==> src/rtl/spi_host_cmd_ctrl_pkg.sv <==
// Package for the SPI host command sequencer.
// Contents: host command codes, the sequencer state enum, the status byte
// bit positions and a helper that assembles the status byte.
package spi_host_cmd_pkg;

    localparam logic [7:0] CMD_PING   = 8'h00;
    localparam logic [7:0] CMD_RUN    = 8'h02;
    localparam logic [7:0] CMD_KEY    = 8'h03;
    localparam logic [7:0] CMD_LOAD   = 8'h04;
    localparam logic [7:0] CMD_STATUS = 8'h05;
    localparam logic [7:0] CMD_CPURST = 8'h06;
    localparam logic [7:0] CMD_CONFIG = 8'h07;

    // Status byte layout: bit0 = SDRAM busy (init or request pending),
    // bit1 = a load byte was dropped since the last status read.
    localparam int STAT_BUSY_BIT = 0;
    localparam int STAT_OVF_BIT  = 1;

    typedef enum logic [2:0] {
        ST_CMD,
        ST_ARG_Y,
        ST_ARG_X,
        ST_ARG_BANK,
        ST_STREAM,
        ST_ARG_CFG,
        ST_STAT,
        ST_DISCARD
    } state_t;

    function automatic logic [7:0] status_byte(input logic ovf, input logic busy);
        logic [7:0] v;
        v                = 8'h00;
        v[STAT_OVF_BIT]  = ovf;
        v[STAT_BUSY_BIT] = busy;
        return v;
    endfunction

endpackage

==> src/rtl/spi_host_cmd_ctrl_if.sv <==
// Signal bundle between the command sequencer and its surroundings
// (SPI byte shifter, SDRAM loader port, key matrix, CPU control, config).
//   master : the sequencer's view (drives tx_data, sdram_*, key_*, cpu_*, config_reg)
//   slave  : the environment's view (drives frame/rx pulses, init_busy, ack)
//
// SDRAM handshake: sdram_req is a request/ack pair rather than valid/ready.
// sdram_req rises together with stable sdram_address/sdram_wdata and holds
// until the cycle after a one-cycle sdram_ack; address and data do not change
// while sdram_req is high and no ack has been seen. An ack in the same cycle
// as a new byte frees the slot, so the new byte becomes the next request.
interface spi_host_cmd_ctrl_if #(
    parameter int BANK_W   = 8,
    parameter int OFFSET_W = 14
);
    logic                       frame_start;
    logic                       frame_end;
    logic                       rx_valid;
    logic [7:0]                 rx_data;
    logic [7:0]                 tx_data;
    logic                       sdram_init_busy;
    logic                       sdram_req;
    logic                       sdram_ack;
    logic [BANK_W+OFFSET_W-1:0] sdram_address;
    logic [7:0]                 sdram_wdata;
    logic                       key_we;
    logic [3:0]                 key_y;
    logic [7:0]                 key_x;
    logic                       cpu_reset_req;
    logic                       cpu_run;
    logic [7:0]                 config_reg;

    modport master (
        input  frame_start, frame_end, rx_valid, rx_data, sdram_init_busy, sdram_ack,
        output tx_data, sdram_req, sdram_address, sdram_wdata,
               key_we, key_y, key_x, cpu_reset_req, cpu_run, config_reg
    );

    modport slave (
        output frame_start, frame_end, rx_valid, rx_data, sdram_init_busy, sdram_ack,
        input  tx_data, sdram_req, sdram_address, sdram_wdata,
               key_we, key_y, key_x, cpu_reset_req, cpu_run, config_reg
    );
endinterface

==> src/rtl/spi_host_cmd_ctrl_sdram_wr_port.sv <==
// Single-entry SDRAM write request register with overflow tracking.
// Ports:
//   i_clk, i_reset  : clock, async active-high reset
//   i_wr            : a load byte wants to be written this cycle
//   i_addr, i_data  : address/data of that byte
//   i_ack           : one-cycle acceptance of the current request
//   i_ovf_clr       : status byte is being read out, clear overflow
//   o_req, o_addr, o_wdata : request held until ack
//   o_overflow      : a byte arrived while the slot was still occupied
module spi_host_sdram_wr_port #(
    parameter int ADDR_W = 22
) (
    input  logic              i_clk,
    input  logic              i_reset,
    input  logic              i_wr,
    input  logic [ADDR_W-1:0] i_addr,
    input  logic [7:0]        i_data,
    input  logic              i_ack,
    input  logic              i_ovf_clr,
    output logic              o_req,
    output logic [ADDR_W-1:0] o_addr,
    output logic [7:0]        o_wdata,
    output logic              o_overflow
);

    logic              r_req;
    logic [ADDR_W-1:0] r_addr;
    logic [7:0]        r_wdata;
    logic              r_overflow;
    logic              w_pending;

    // An ack in this cycle already frees the slot for an incoming byte.
    assign w_pending = r_req & ~i_ack;

    always_ff @(posedge i_clk or posedge i_reset) begin
        if (i_reset) begin
            r_req      <= 1'b0;
            r_addr     <= '0;
            r_wdata    <= '0;
            r_overflow <= 1'b0;
        end else begin
            if (i_wr && !w_pending) begin
                r_req   <= 1'b1;
                r_addr  <= i_addr;
                r_wdata <= i_data;
            end else if (i_ack) begin
                r_req <= 1'b0;
            end

            // A fresh drop wins over a simultaneous status-read clear.
            if (i_wr && w_pending) begin
                r_overflow <= 1'b1;
            end else if (i_ovf_clr) begin
                r_overflow <= 1'b0;
            end
        end
    end

    assign o_req      = r_req;
    assign o_addr     = r_addr;
    assign o_wdata    = r_wdata;
    assign o_overflow = r_overflow;

endmodule

==> src/rtl/spi_host_cmd_ctrl.sv <==
// Host command sequencer: decodes SPI frames byte by byte and drives the
// SDRAM loader, key matrix, CPU run/reset and the config register. Also
// supplies the byte the shifter returns in the next slot.
// Ports:
//   i_clk, i_reset : clock, async active-high reset
//   io_bus         : interface bundle (master view), see spi_host_cmd_ctrl_if
//   o_state        : current sequencer state, for observation
module spi_host_cmd_ctrl
    import spi_host_cmd_pkg::*;
#(
    parameter logic [7:0] ACK_BYTE = 8'hA5,
    parameter int         OFFSET_W = 14,
    parameter int         BANK_W   = 8
) (
    input  logic                   i_clk,
    input  logic                   i_reset,
    spi_host_cmd_ctrl_if.master    io_bus,
    output state_t                 o_state
);

    state_t              r_state;
    state_t              w_state_next;
    logic [BANK_W-1:0]   r_bank;
    logic [OFFSET_W-1:0] r_offset;
    logic [7:0]          r_tx_data;
    logic [7:0]          r_key_x;
    logic [3:0]          r_key_y;
    logic                r_key_we;
    logic                r_cpu_reset_req;
    logic                r_cpu_run;
    logic [7:0]          r_config;

    logic w_run_set;
    logic w_cpu_rst;
    logic w_key_y_we;
    logic w_key_x_we;
    logic w_bank_we;
    logic w_stream_wr;
    logic w_cfg_we;
    logic w_stat_load;
    logic w_sdram_req;
    logic w_overflow;

    always_ff @(posedge i_clk or posedge i_reset) begin
        if (i_reset) begin
            r_state <= ST_CMD;
        end else begin
            r_state <= w_state_next;
        end
    end

    always_comb begin
        w_state_next = r_state;
        w_run_set    = 1'b0;
        w_cpu_rst    = 1'b0;
        w_key_y_we   = 1'b0;
        w_key_x_we   = 1'b0;
        w_bank_we    = 1'b0;
        w_stream_wr  = 1'b0;
        w_cfg_we     = 1'b0;
        w_stat_load  = 1'b0;

        if (io_bus.rx_valid) begin
            case (r_state)
                ST_CMD: begin
                    case (io_bus.rx_data)
                        CMD_PING:   w_state_next = ST_DISCARD;
                        CMD_RUN: begin
                            w_run_set    = 1'b1;
                            w_state_next = ST_DISCARD;
                        end
                        CMD_KEY:    w_state_next = ST_ARG_Y;
                        CMD_LOAD:   w_state_next = ST_ARG_BANK;
                        CMD_STATUS: begin
                            w_stat_load  = 1'b1;
                            w_state_next = ST_STAT;
                        end
                        CMD_CPURST: begin
                            w_cpu_rst    = 1'b1;
                            w_state_next = ST_DISCARD;
                        end
                        CMD_CONFIG: w_state_next = ST_ARG_CFG;
                        default:    w_state_next = ST_DISCARD;
                    endcase
                end
                ST_ARG_Y: begin
                    w_key_y_we   = 1'b1;
                    w_state_next = ST_ARG_X;
                end
                ST_ARG_X: begin
                    w_key_x_we   = 1'b1;
                    w_state_next = ST_DISCARD;
                end
                ST_ARG_BANK: begin
                    w_bank_we    = 1'b1;
                    w_state_next = ST_STREAM;
                end
                ST_STREAM:  w_stream_wr  = 1'b1;
                ST_ARG_CFG: begin
                    w_cfg_we     = 1'b1;
                    w_state_next = ST_DISCARD;
                end
                ST_STAT:    w_state_next = ST_DISCARD;
                default:    w_state_next = r_state;
            endcase
        end

        // Frame boundaries override; a byte arriving with frame_end has
        // already had its effect decoded above.
        if (io_bus.frame_start || io_bus.frame_end) begin
            w_state_next = ST_CMD;
        end
    end

    always_ff @(posedge i_clk or posedge i_reset) begin
        if (i_reset) begin
            r_bank          <= '0;
            r_offset        <= '0;
            r_tx_data       <= ACK_BYTE;
            r_key_x         <= 8'h00;
            r_key_y         <= 4'h0;
            r_key_we        <= 1'b0;
            r_cpu_reset_req <= 1'b0;
            r_cpu_run       <= 1'b0;
            r_config        <= 8'h00;
        end else begin
            r_key_we        <= w_key_x_we;
            r_cpu_reset_req <= w_cpu_rst;

            if (w_run_set) begin
                r_cpu_run <= 1'b1;
            end else if (w_cpu_rst) begin
                r_cpu_run <= 1'b0;
            end

            if (w_key_y_we) begin
                r_key_y <= io_bus.rx_data[3:0];
            end
            if (w_key_x_we) begin
                r_key_x <= io_bus.rx_data;
            end

            // Offset advances for every stream byte, dropped or not, and
            // wraps within the bank.
            if (w_bank_we) begin
                r_bank   <= BANK_W'(io_bus.rx_data);
                r_offset <= '0;
            end else if (w_stream_wr) begin
                r_offset <= r_offset + 1'b1;
            end

            if (w_cfg_we) begin
                r_config <= io_bus.rx_data;
            end

            if (io_bus.rx_valid) begin
                r_tx_data <= w_stat_load
                    ? status_byte(w_overflow, io_bus.sdram_init_busy | w_sdram_req)
                    : ACK_BYTE;
            end
        end
    end

    spi_host_sdram_wr_port #(
        .ADDR_W(BANK_W + OFFSET_W)
    ) u_wr_port (
        .i_clk      (i_clk),
        .i_reset    (i_reset),
        .i_wr       (w_stream_wr),
        .i_addr     ({r_bank, r_offset}),
        .i_data     (io_bus.rx_data),
        .i_ack      (io_bus.sdram_ack),
        .i_ovf_clr  (w_stat_load),
        .o_req      (w_sdram_req),
        .o_addr     (io_bus.sdram_address),
        .o_wdata    (io_bus.sdram_wdata),
        .o_overflow (w_overflow)
    );

    assign io_bus.sdram_req     = w_sdram_req;
    assign io_bus.tx_data       = r_tx_data;
    assign io_bus.key_we        = r_key_we;
    assign io_bus.key_y         = r_key_y;
    assign io_bus.key_x         = r_key_x;
    assign io_bus.cpu_reset_req = r_cpu_reset_req;
    assign io_bus.cpu_run       = r_cpu_run;
    assign io_bus.config_reg    = r_config;
    assign o_state              = r_state;

endmodule
==> src/flat_wrapper.sv <==
// flat-port wrapper written by rule: the top's interface ports become plain ports
module spi_host_cmd_ctrl_flat import spi_host_cmd_pkg::*;
#(
    parameter logic [7:0] ACK_BYTE = 8'hA5,
    parameter int         OFFSET_W = 14,
    parameter int         BANK_W   = 8
)
  (i_clk, i_reset, o_state, io_bus_frame_start, io_bus_frame_end, io_bus_rx_valid, io_bus_rx_data, io_bus_sdram_init_busy, io_bus_sdram_ack, io_bus_tx_data, io_bus_sdram_req, io_bus_sdram_address, io_bus_sdram_wdata, io_bus_key_we, io_bus_key_y, io_bus_key_x, io_bus_cpu_reset_req, io_bus_cpu_run, io_bus_config_reg);
  spi_host_cmd_ctrl_if #(.BANK_W(BANK_W), .OFFSET_W(OFFSET_W)) io_bus_i ();
  input  logic i_clk;
  input  logic i_reset;
  output state_t o_state;
  input wire logic [$bits(io_bus_i.frame_start)-1:0] io_bus_frame_start;
  input wire logic [$bits(io_bus_i.frame_end)-1:0] io_bus_frame_end;
  input wire logic [$bits(io_bus_i.rx_valid)-1:0] io_bus_rx_valid;
  input wire logic [$bits(io_bus_i.rx_data)-1:0] io_bus_rx_data;
  input wire logic [$bits(io_bus_i.sdram_init_busy)-1:0] io_bus_sdram_init_busy;
  input wire logic [$bits(io_bus_i.sdram_ack)-1:0] io_bus_sdram_ack;
  output wire logic [$bits(io_bus_i.tx_data)-1:0] io_bus_tx_data;
  output wire logic [$bits(io_bus_i.sdram_req)-1:0] io_bus_sdram_req;
  output wire logic [$bits(io_bus_i.sdram_address)-1:0] io_bus_sdram_address;
  output wire logic [$bits(io_bus_i.sdram_wdata)-1:0] io_bus_sdram_wdata;
  output wire logic [$bits(io_bus_i.key_we)-1:0] io_bus_key_we;
  output wire logic [$bits(io_bus_i.key_y)-1:0] io_bus_key_y;
  output wire logic [$bits(io_bus_i.key_x)-1:0] io_bus_key_x;
  output wire logic [$bits(io_bus_i.cpu_reset_req)-1:0] io_bus_cpu_reset_req;
  output wire logic [$bits(io_bus_i.cpu_run)-1:0] io_bus_cpu_run;
  output wire logic [$bits(io_bus_i.config_reg)-1:0] io_bus_config_reg;
  assign io_bus_i.frame_start = io_bus_frame_start;
  assign io_bus_i.frame_end = io_bus_frame_end;
  assign io_bus_i.rx_valid = io_bus_rx_valid;
  assign io_bus_i.rx_data = io_bus_rx_data;
  assign io_bus_i.sdram_init_busy = io_bus_sdram_init_busy;
  assign io_bus_i.sdram_ack = io_bus_sdram_ack;
  assign io_bus_tx_data = io_bus_i.tx_data;
  assign io_bus_sdram_req = io_bus_i.sdram_req;
  assign io_bus_sdram_address = io_bus_i.sdram_address;
  assign io_bus_sdram_wdata = io_bus_i.sdram_wdata;
  assign io_bus_key_we = io_bus_i.key_we;
  assign io_bus_key_y = io_bus_i.key_y;
  assign io_bus_key_x = io_bus_i.key_x;
  assign io_bus_cpu_reset_req = io_bus_i.cpu_reset_req;
  assign io_bus_cpu_run = io_bus_i.cpu_run;
  assign io_bus_config_reg = io_bus_i.config_reg;
  spi_host_cmd_ctrl #(.ACK_BYTE(ACK_BYTE), .OFFSET_W(OFFSET_W), .BANK_W(BANK_W)) u_core (.i_clk(i_clk), .i_reset(i_reset), .io_bus(io_bus_i), .o_state(o_state));
endmodule
==> config.mk <==
export PLATFORM = sky130hd
export DESIGN_NAME = spi_host_cmd_ctrl_flat
export DESIGN_NICKNAME = d
export VERILOG_FILES = /design/src/rtl/spi_host_cmd_ctrl_pkg.sv /design/src/rtl/spi_host_cmd_ctrl_if.sv /design/src/rtl/spi_host_cmd_ctrl_sdram_wr_port.sv /design/src/rtl/spi_host_cmd_ctrl.sv /design/src/flat_wrapper.sv
export SDC_FILE = /design/constraint.sdc
export NUM_CORES = 1
export LEC_CHECK = 0
export CAP_MARGIN = 20
export CORE_MARGIN = 1.5
export CORE_UTILIZATION = 56
export CTS_BUF_LIST = sky130_fd_sc_hd__clkbuf_8
export DETAILED_ROUTE_END_ITERATION = 8
export PLACE_DENSITY_LB_ADDON = 0.3
export SKIP_LAST_GASP = 1
export SLEW_MARGIN = 20
export SYNTH_ARGS = -nofsm -noshare
export SYNTH_HDL_FRONTEND = slang
export SYNTH_SLANG_ARGS = --single-unit
==> constraint.sdc <==
create_clock -name i_clk -period 5.2 [get_ports i_clk]
set_clock_uncertainty 0.1 [all_clocks]
set_input_delay 1.04 -clock i_clk [delete_from_list [all_inputs] [get_ports i_clk]]
set_output_delay 1.04 -clock i_clk [all_outputs]
set_load 0.1 [all_outputs]
Word level (Yosys, flattened, before mapping)
Cells that the tools add are included.
{ "totals": {"elab_cells": 75, "out_inout_bits": 65, "in_bits": 15, "regBits": 88} }
{ "classes": {"eq_ne": 12, "n_bitwise": 3, "n_reduce_logical": 13, "n_addsub": 1, "muxes": 32} }
{ "ops": {"columns": ["op", "count"], "rows": [
  ["$eq 8x3->1 const B", 4],
  ["$mux 14", 2],
  ["$mux 1", 25],
  ["$pmux 3 s4", 2],
  ["$eq 8x2->1 const B", 2],
  ["$add 14x1->14 const B", 1],
  ["$reduce_bool 2->1", 5],
  ["$eq 3x3->1 const B", 3],
  ["$mux 8", 1],
  ["$eq 3x2->1 const B", 2],
  ["$mux 3", 2],
  ["$reduce_bool 5->1", 1],
  ["$eq 3x1->1 const B", 1],
  ["$logic_not 3->1", 1],
  ["$reduce_or 3->1", 1],
  ["$logic_and 1x1->1", 2],
  ["$reduce_and 2->1", 1],
  ["$and 1x1->1", 1],
  ["$logic_not 1->1", 1],
  ["$logic_or 1x1->1", 1],
  ["$not 1->1", 1],
  ["$or 1x1->1", 1]
]} }

Longest topological paths before layout
{ "logic_depth": {"word_depth": 6, "mapped_depth": 6, "depth_no_buf": 4} }

Cells and area by module
A second synthesis with hierarchy kept.
{ "hier_totals": {"hier_cells": 284, "area_unflattened_um2": 3681.0} }
{ "modules_own_cells": {"columns": ["mod", "area_per_inst_um2", "seq_area_each_um2", "cells_per_inst", "n_inst"], "rows": [
  ["spi_host_cmd_ctrl", 2323.5, 1278.7, 212, 1],
  ["spi_host_sdram_wr_port", 1357.6, 800.8, 72, 1]
]} }

Worst setup path before layout
No wires, ideal clock.
{ "synth_timing": {"path_type": "reg2out", "start": "register u_core.r_tx_data[5] (netlist: u_core.io_bus.tx_data[5])", "end": "output io_bus_tx_data[5]", "stages_incl_launch_ff": 2, "required_time_ps": 4060, "t_arrival_ps": 1237, "n_path_buf": 1, "slack_ps": 2823, "path_cell_list": "dfstp_2 > buf_4"} }
{ "synth_rtl": {"columns": ["element", "line_no", "text"], "rows": [
  ["start, declared", "spi_host_cmd_ctrl.sv:25", "logic [7:0] r_tx_data;"],
  ["start signal, assigned", "spi_host_cmd_ctrl.sv:157", "r_tx_data <= w_stat_load"],
  ["end, declared", "flat_wrapper.sv:19", "output wire logic [$bits(io_bus_i.tx_data)-1:0] io_bus_tx_data;"]
]} }
No word-level cell between the ends.

Worst setup path in the final report
{ "layout_timing": {"start": "register u_core.r_state[2] (netlist: u_core.o_state[2])", "end": "output o_state[2]"} }
{ "layout_rtl": {"columns": ["element", "line_no", "text"], "rows": [
  ["start, declared", "spi_host_cmd_ctrl.sv:21", "state_t r_state;"],
  ["start signal, assigned", "spi_host_cmd_ctrl.sv:48", "r_state <= w_state_next;"],
  ["end, declared", "flat_wrapper.sv:12", "output state_t o_state;"]
]} }
No word-level cell between the ends.

==> impl_results.md <==
- Largest net degree at the start of global routing: 48
- TritonCTS Buffers: 9
- Crit-path max FO: 13
- Slowest CP cell: clkdlybuf4s50_1
- Combinational Power Share: roughly two fifths
- Worst slew pin tran: 1.00 ns
- Final GP Congestion: just under 0.8
- Setup crit end kind: output port
- Multi-input logic area: 1280 sq um
- Pre-antenna DRT Iters: 5
- Reg area: roughly 2100 sq um
- Max FFs per register: 22
- Via count: roughly 2.4k
- Ys async rst share: 100%
- Max incr delay on CP: 1.22 ns
- Vias in the first global route: ~2.3k
- Power density over the cells: 494 nW/um^2
- Commonest non-fill, non-tap cell in the layout: dfrtp_1
- Final layout net count: 366
- Yosys reg bits: between 80 and 90
- GRT Util Overall: 22.7%
- Status: completed
- Die width: between 80 and 90 microns
- WP data arrival: approximately 2.2 ns
- Worst-Skew Late Latency: 0.34 ns
- Synth top area cells: dfrtp_1, mux2_2, nand2_1
- First-pass GRT wire length: roughly 11000 microns
- Peak Freq: 303 MHz
- Mapped Area: 3460 sq um
- Largest delay share family, worst path: buffers and inverters
- Setup Fix Bufs, Post-CTS: 0
- Register area share after synthesis: 60.0%
- Share of layout cells above drive strength 1: a little over 20%
- RR Endpoint: u_core.r_offset[12]
- # H-tree levels: 3
- DRT iter0 DRCs: 240
- CTS Hold Bufs: 0
- CP startpoint: u_core.o_state[2]
- Reg2Reg Depth: 4
- Reg2reg start: u_core.o_state[2]
- Row cnt: 28
- Top_reg_cell synth: dfrtp_1
- DR WL/cell: between 15 and 20 microns
- Post-synth EDFFs: 0
- Clk root buf: clkbuf_8
- Crit path cell chain: clkdlybuf4s50_1
- Area of the core: 5960 sq um
- Die Ht: between 80 and 90 microns
- Initial Util: between 50% and 60%
- CTS Sinks: 83
- Worst Setup Start Kind: flip-flop
- HPWL after DPL: 4840 microns
- Reg power frac: around 36%
- Post-DR vias/cell: ~5.6
- Share of the synthesized area in the top cell type: 58.5%
- Min-delay worst type: flip-flop to flip-flop
- Worst R2R Setup Slack: 3.23 ns
- Stages on worst setup path: 1
- Leakage dissipation: 2.03 nW
- CP required: between 4 and 5 ns
- Synth Warn #: 0
- I/O pins: 80
- Final wirelength: between 7000 and 8000 microns
- CTS tree: done
- Internal power: 1.25 mW
- Fill cells: 399
- Final Hold Viols: 0
- RSZ-0062 raised after global routing: false
- Final TNS setup: 0 ns
- Switch Pwr: 964 uW
- Die ar.: 6670 sq um
- Cell variety after synth: 44
- Setup violators final: 0
- Post-layout min period: between 3 and 4 ns
- Hold slack: between 0.3 and 0.4 ns
- IO Port Bufs: 76
- Most frequent cells in the layout: dfrtp_1, clkdlybuf4s50_1, mux2_2
- Area growth syn-to-layout: 29.1%
- Clk slew on worst S/H paths: ~0.08 ns
- Post-route clock period utilization: 63.4%
- Initial antenna violation count: 0
- Sw Ratio: a little over two fifths
- Synth area leader: dfrtp_1
- Syn avg cell area: 12.4 sq um
- Post-CTS sizing: 0
- Worst slew margin: 32.8%
- Max Cap Viol: 0
- Gate Count Post-Synth: 279
- Max Transition Viols Final: 0
- Crit Path Class: flip-flop to output port
- Antenna-violating nets left: 0
- Clk pwr share: 23.1%
- Gr ovfl total: 0
- Critical path endpoint: o_state[2]
- Worst path bufs/invs: 1
- Clock buffer depth: 2
- DRC: 0
- VDD IR max: 0.000400 V
- # diodes: 0
==> synthesized netlist by cell type (3+ instances only) <==
library cell,number
o211ai_1,3
inv_1,5
dfrtp_1,81
nand2_1,38
mux2_2,49
nor3_1,8
o21ai_0,5
buf_2,6
clkbuf_1,8
buf_4,5
xnor2_1,5
nand4_1,7
nor2_1,14
a21oi_1,4
==> cells by family after synthesis <==
kind of cell,Yosys count,share of synthesized area (%)
and+or+nand+nor,88,13.1
muxes,51,16.5
buffers and inverters,25,3.68
AOI/OAI and AO/OA,23,4.44
xor gates and xnor gates,7,1.77
other,1,0.108
adders and majority gates,1,0.361
DFF,83,60.0
==> per-stage QoR <==
stage / utilization (%) / setup slack [ns] / area, sq um / power [mW] / std cells
after CTS: 75.0 / 1.93 / 4470 / 2.22 / 430
after global placement: 71.2 / 1.86 / 4240 / 1.70 / 414
after floorplan: - / 1.93 / 3470 / 1.50 / 281
final: 75.1 / 1.90 / 4470 / 2.21 / 430
after detailed placement: 71.2 / 1.73 / 4240 / 1.71 / 414
after global routing: 75.1 / 1.84 / 4470 / 2.29 / 430
==> worst min-delay path by stage <==
| stage | from | end | slack (ns) | cells after the start |
|---|---|---|---|---|
| floorplan | u_core.r_bank[3] | u_core.r_bank[3] | 0.34 | 2 |
| global placement | u_core.r_bank[5] | u_core.r_bank[5] | 0.36 | 2 |
| detailed placement | u_core.r_bank[5] | u_core.r_bank[5] | 0.36 | 2 |
| CTS | u_core.r_bank[4] | u_core.r_bank[4] | 0.39 | 2 |
| global route | u_core.r_bank[3] | u_core.r_bank[3] | 0.41 | 2 |
| finish | u_core.r_bank[4] | u_core.r_bank[4] | 0.38 | 2 |
==> power by group through the flow <==
stage,logic [mW],clock network [mW],registers (mW)
after floorplan,0.135,0,1.37
after global placement,0.890,0,0.809
after detailed placement,0.898,0,0.815
after CTS,0.902,0.518,0.803
after global routing,0.925,0.545,0.817
final,0.897,0.510,0.803
==> metal layers <==
layer	vias up	wire length, microns	GRT usage [%]
li1	1112	-	-
met1	1205	3080	31.0
met2	75	3540	35.5
met3	6	386	6.56
met4	0	52	7.12
met5	-	0	0
==> final cells by class <==
type                    count  share of cell area [%]
flip-flops and latches     83                    46.5
multi-input cells         173                    28.5
repair buffers             78                    17.3
clock buffers              11                    3.38
well taps                  75                    2.10
clock inverters             5                    1.71
inverters                   5                   0.448
(Power assumes the default switching activity.)
